[src/rtl/cpu_seq_pkg.sv]
// Shared definitions for the CPU control sequencer: state encodings and default sizing.
package cpu_seq_pkg;

    typedef enum logic [2:0] {
        StFetch  = 3'b000,
        StExec1  = 3'b001,
        StExec2  = 3'b010,
        StHalted = 3'b100,
        StFault  = 3'b101
    } seq_state_e;

    localparam int unsigned DefaultTimeout = 64;
    localparam int unsigned DefaultCntW    = 16;

endpackage

[src/rtl/seq_timeout_counter.sv]
// Stall-cycle counter for the sequencer; flags expiry when TIMEOUT-1 stall cycles have elapsed.
module seq_timeout_counter #(
    parameter int unsigned Timeout = 64
) (
    input  logic clk_i,
    input  logic rst_ni,
    input  logic clr_i,
    input  logic en_i,
    output logic expired_o
);

    localparam int unsigned CntW = (Timeout > 1) ? $clog2(Timeout) : 1;

    logic [CntW-1:0] cnt_q, cnt_d;

    assign expired_o = (cnt_q == CntW'(Timeout - 1));

    always_comb begin
        cnt_d = cnt_q;
        if (clr_i) begin
            cnt_d = '0;
        end else if (en_i && !expired_o) begin
            cnt_d = cnt_q + CntW'(1);
        end
    end

    always_ff @(posedge clk_i or negedge rst_ni) begin
        if (!rst_ni) begin
            cnt_q <= '0;
        end else begin
            cnt_q <= cnt_d;
        end
    end

endmodule

[src/rtl/cpu_sequencer.sv]
// Registered control sequencer: FETCH/EXEC1/EXEC2 stepping with memory stall timeout,
// debug halt/resume/single-step, and a retired-instruction counter.
module cpu_sequencer
    import cpu_seq_pkg::*;
#(
    parameter int unsigned CNT_W   = DefaultCntW,
    parameter int unsigned TIMEOUT = DefaultTimeout
) (
    input  logic             clk_i,
    input  logic             rst_ni,
    input  logic             mem_ack_i,
    input  logic             mem_op_i,
    input  logic             extra_i,
    input  logic             p_i,
    input  logic             tf_i,
    input  logic             halt_req_i,
    input  logic             resume_i,
    input  logic             step_i,
    output logic             fetch_o,
    output logic             exec1_o,
    output logic             exec2_o,
    output logic             mem_req_o,
    output logic             instr_done_o,
    output logic             halted_o,
    output logic             fault_o,
    output logic [2:0]       state_o,
    output logic [CNT_W-1:0] instr_cnt_o
);

    seq_state_e       state_q, state_d;
    logic             halt_pend_q, halt_pend_d;
    logic             step_pend_q, step_pend_d;
    logic [CNT_W-1:0] instr_cnt_q, instr_cnt_d;
    logic             stall;
    logic             retire;
    logic             tmo_expired;

    seq_timeout_counter #(
        .Timeout (TIMEOUT)
    ) u_timeout (
        .clk_i     (clk_i),
        .rst_ni    (rst_ni),
        .clr_i     (!stall),
        .en_i      (stall),
        .expired_o (tmo_expired)
    );

    always_comb begin
        state_d     = state_q;
        halt_pend_d = halt_pend_q;
        step_pend_d = step_pend_q;
        instr_cnt_d = instr_cnt_q;
        stall       = 1'b0;
        retire      = 1'b0;

        case (state_q)
            StFetch: begin
                if (mem_ack_i) begin
                    state_d = StExec1;
                end else begin
                    stall = 1'b1;
                end
            end
            StExec1: begin
                if (mem_op_i && !mem_ack_i) begin
                    stall = 1'b1;
                end else if (extra_i) begin
                    state_d = StExec2;
                end else if (p_i && !tf_i) begin
                    state_d = StExec1;
                end else begin
                    retire = 1'b1;
                end
            end
            StExec2: begin
                if (p_i) begin
                    state_d = StExec1;
                end else begin
                    retire = 1'b1;
                end
            end
            StHalted: begin
                if (halt_req_i) begin
                    state_d = StHalted;
                end else if (step_i) begin
                    state_d     = StFetch;
                    step_pend_d = 1'b1;
                end else if (resume_i) begin
                    state_d     = StFetch;
                    step_pend_d = 1'b0;
                end
            end
            StFault: begin
                state_d = StFault;
            end
            default: begin
                state_d = StFault;
            end
        endcase

        if (stall && tmo_expired) begin
            state_d = StFault;
        end

        // A halt request is only remembered while running; it is honoured at the next retire.
        if (halt_req_i && (state_q == StFetch || state_q == StExec1 || state_q == StExec2)) begin
            halt_pend_d = 1'b1;
        end

        if (retire) begin
            state_d     = (halt_pend_q || step_pend_q || halt_req_i) ? StHalted : StFetch;
            halt_pend_d = 1'b0;
            step_pend_d = 1'b0;
            instr_cnt_d = instr_cnt_q + CNT_W'(1);
        end
    end

    always_ff @(posedge clk_i or negedge rst_ni) begin
        if (!rst_ni) begin
            state_q     <= StFetch;
            halt_pend_q <= 1'b0;
            step_pend_q <= 1'b0;
            instr_cnt_q <= '0;
        end else begin
            state_q     <= state_d;
            halt_pend_q <= halt_pend_d;
            step_pend_q <= step_pend_d;
            instr_cnt_q <= instr_cnt_d;
        end
    end

    assign fetch_o      = (state_q == StFetch);
    assign exec1_o      = (state_q == StExec1);
    assign exec2_o      = (state_q == StExec2);
    assign halted_o     = (state_q == StHalted);
    assign fault_o      = (state_q == StFault);
    assign mem_req_o    = fetch_o || (exec1_o && mem_op_i);
    assign instr_done_o = retire;
    assign state_o      = state_q;
    assign instr_cnt_o  = instr_cnt_q;

endmodule
[config.mk]
export PLATFORM = sky130hd
export DESIGN_NAME = cpu_sequencer
export DESIGN_NICKNAME = d
export VERILOG_FILES = /design/src/rtl/cpu_seq_pkg.sv /design/src/rtl/seq_timeout_counter.sv /design/src/rtl/cpu_sequencer.sv
export SDC_FILE = /design/constraint.sdc
export NUM_CORES = 1
export LEC_CHECK = 0
export ABC_AREA = 1
export CAP_MARGIN = 20
export CORE_ASPECT_RATIO = 1.25
export CORE_MARGIN = 1.5
export CORE_UTILIZATION = 48
export CTS_BUF_LIST = sky130_fd_sc_hd__clkbuf_4 sky130_fd_sc_hd__clkbuf_8
export DETAILED_ROUTE_END_ITERATION = 12
export PLACE_DENSITY = 0.78
export SLEW_MARGIN = 15
export SYNTH_ARGS = -nofsm -noshare
export SYNTH_HDL_FRONTEND = slang
export SYNTH_HIERARCHICAL = 1
export SYNTH_SLANG_ARGS = --single-unit
[constraint.sdc]
create_clock -name clk_i -period 1.5 [get_ports clk_i]
set_input_delay 0.225 -clock clk_i [delete_from_list [all_inputs] [get_ports clk_i]]
set_output_delay 0.225 -clock clk_i [all_outputs]
set_load 0.1 [all_outputs]
==> flow_summary.toml <==
[grt]
antenna_found_initial = 0
grt_max_degree = 28
overflow = 0
grt_pass1_wl_um = 7962
grt_pass1_vias = 1866
grt.total_usage_pct = 24.81

[synthesis]
syn_inst = 242
yosysWarnings = 6
yosysSeqAreaShare_pct = 38.16
ys_ff_latch = 27
synth-edff-count = 0
yosysTopAreaCell = "dfrtp_1"
synth.avg_cell_area_um2 = 7.316
synth_area_leaders = "dfrtp_1, nand2_1, inv_1"
synthTopCellsByCount = "nand2_1, inv_1, dfrtp_1"
syn_area_mm2 = 0.001770
synth_flop_cell = "dfrtp_1"
ys_types = 25
synth.most_common_cell = "nand2_1"
async_flop_share_pct = 100.0
syn_nets = 254
yosysTopAreaCellShare_pct = 38.16

[clock_network]
clkSinkCount = 27
cts_max_level = 1
clk_transition_reported_paths_ns = 0.08
root_buffer = "clkbuf_8"
ctsHoldBuffers = 0
tritoncts = "built"
clock_latency_ns = 0.27
clk_path_buf_depth = 2
numCtsBuffers = 3

[worst_setup_path]
worst_path_most_repeated_cell = "nand2_1"
cp.required_ns = 1.70
start_kind = "flop"
r2r_end = "state_o[0]"
slowest_stage = "dfrtp_4"
critical_path_arrival_ns = 1.92
end_kind = "flop"
r2r_cells = 9
slowest_delay_ns = 0.51
criticalPathCategory = "flop to flop"
cp_cell_sequence = "nor2_4 -> buf_6 -> buf_6 -> nand3_4 -> nand2_4 -> nand2_1 -> a21oi_1 -> nand2_1 -> nand2_1"
reg2reg_from = "state_o[0]"
crit_fanout = 3
crit_buf_inv = 2
cp.depth = 9
worst-r2r-setup-slack_ns = -0.23
cp_top_family = "simple AND/OR/NAND/NOR gates"

[sta]
slew_headroom_pct = 77.31
finalHoldViolCount = 0
fin_crit_ns = 1.728
setup_slack_ns = -0.2277
skew_ns = 0.005209
timing.fmax_ghz = 0.5788
setup_viol = 32
drv_slew = 0
grt_setup_unrepaired = "true"
tightest_slew_ns = 0.3403
period_share_pct = 115.2

[route]
drt_pass1_iterations = 4
first_iter_violations = 178
post_drt_wl_per_cell_um = 18.88
routed_wl_um = 6871
vias_per_cell = 5.769
ant_nets = 0
route.detailed.drc = 0
vias = 2100

[floorplanning]
floorplan.initialDensity_pct = 50.39
row_count = 24
dieArea_mm2 = 0.004064
die_h_um = 70.90
ioPinCount = 36
core_mm2 = 0.003513
die_w_um = 57.32

[power_and_ir_drop]
ir_worst_vdd_mv = 2.568
switchingPower_uw = 3411
clkPwrFrac_pct = 6.8
p_per_area_mw_per_mm2 = 1954
comb_power_share_pct = 73.9
swShare_pct = 54.08
p_leak_uw = 0.001550
pwr-share-seq_pct = 19.4
p_int_uw = 2896

[layout]
area_delta_synth_final_pct = 82.33
antenna_cells = 0
drive_gt1_share_pct = 50.46
final_cell_area_mm2 = 0.003228
nets = 338
post-route-util_pct = 91.88

[placement]
placed_area_mm2 = 0.002694
buffer_ports.inserted = 35
place_hpwl_um = 3364
place_congestion = 0.8244

[status]
violations = "setup timing"
status = "complete, but fails checks"

[run]
drv_cap = 0

[worst_hold_path]
hold_path_class = "primary input to asynchronous set/reset pin"
-- worst reg2reg max path, delay by kind of cell (launching register included) --
family	cells	cell delay, ns
buf+inv	2	0.23
compound gates	1	0.23
flops	1	0.51
simple gates	6	0.70
-- flip-flops by register name, summed over array words and instances, names as in the netlist --
signal and count:
instr_cnt_o 16, u_timeout/cnt_q 6, state_o 3, halt_pend_q 1
step_pend_q 1
-- how the worst max path moves through the flow --
stage	from	endpoint	slack, ns
finish	state_o[0]	state_o[0]	-0.23
global route	state_o[0]	state_o[0]	-0.29
CTS	state_o[2]	instr_done_o	-0.15
floorplan	state_o[2]	fault_o	-0.24
global placement	p_i	state_o[0]	-0.15
detailed placement	p_i	state_o[0]	-0.22
-- area by class of cell --
cell class | count | area (um2)
Multi-Input combinational cell | 170 | 1199
Timing Repair Buffer | 79 | 1007
Sequential cell | 27 | 715.7
Fill cell | 128 | 285.3
Inverter | 45 | 209.0
Clock buffer | 4 | 48.80
Tap cell | 39 | 48.80
-- power groups by stage --
stage | clock network, uW | registers (uW) | logic, uW
final | 426 | 1220 | 4660
after CTS | 418 | 1180 | 4040
after floorplan | 0 | 1990 | 1560
after detailed placement | 0 | 1180 | 3780
after global placement | 0 | 1170 | 3730
after global routing | 452 | 1230 | 4810
-- metal layers --
layer / track usage [%] / vias to the layer above / routed length [um]
li1: - / 923 / -
met1: 28.72 / 988 / 2338
met2: 47.38 / 135 / 3660
met3: 2.011 / 54 / 426
met4: 7.752 / 0 / 445
met5: 0 / - / 0
-- cell usage in the layout, fill, tap and decap left out, types with 2 or more instances in the layout --
| master | instances |
|---|---|
| a21oi_1 | 4 |
| buf_12 | 26 |
| buf_4 | 31 |
| buf_6 | 11 |
| clkbuf_8 | 3 |
| clkdlybuf4s50_1 | 9 |
| clkinvlp_4 | 4 |
| dfrtp_1 | 9 |
| dfrtp_2 | 11 |
| dfrtp_4 | 7 |
| inv_1 | 32 |
| inv_2 | 2 |
| inv_4 | 4 |
| inv_6 | 2 |
| nand2_1 | 53 |
| nand2_2 | 11 |
| nand2_4 | 9 |
| nand2_8 | 3 |
| nand3_1 | 15 |
| nand3_2 | 9 |
| nand3_4 | 3 |
| nand4_1 | 6 |
| nor2_1 | 13 |
| nor2_2 | 2 |
| nor2_4 | 9 |
| nor3_1 | 5 |
| nor3_2 | 5 |
| nor3_4 | 2 |
| o21ai_0 | 3 |
| xnor2_2 | 2 |
| xor2_1 | 9 |
-- kinds of logic (layout without fill, tap and decap cells) --
kind of cell	count (synthesis)	after routing	synth area share, %
fa+ha+maj	2	2	1.413
compound gates	11	11	3.392
flops	27	27	38.16
simple gates	144	146	39.93
xor+xnor	11	11	6.290
buf+inv	47	128	10.81
-- metrics by stage --
stage / hold slack [ns] / setup slack (ns) / setup TNS, ns / std cells / power (uW)
2_1_floorplan: -0.07059 / -0.2373 / -3.894 / 242 / 3552
3_3_place_gp: 0.4829 / -0.1531 / -2.210 / 337 / 4898
3_5_place_dp: 0.5058 / -0.2227 / -2.980 / 337 / 4965
4_1_cts: 0.3341 / -0.1482 / -1.000 / 352 / 5639
5_1_grt: 0.3461 / -0.2873 / -4.272 / 364 / 6500
6_report: 0.3200 / -0.2277 / -2.866 / 364 / 6307
-- repair_timing --
item,CTS,global route
gates cloned,1,2
setup endpoints to repair,21,32
buffers inserted,10,12
resized for setup,15,55
pin swaps,6,18
Power figures use the tool's default switching activity.
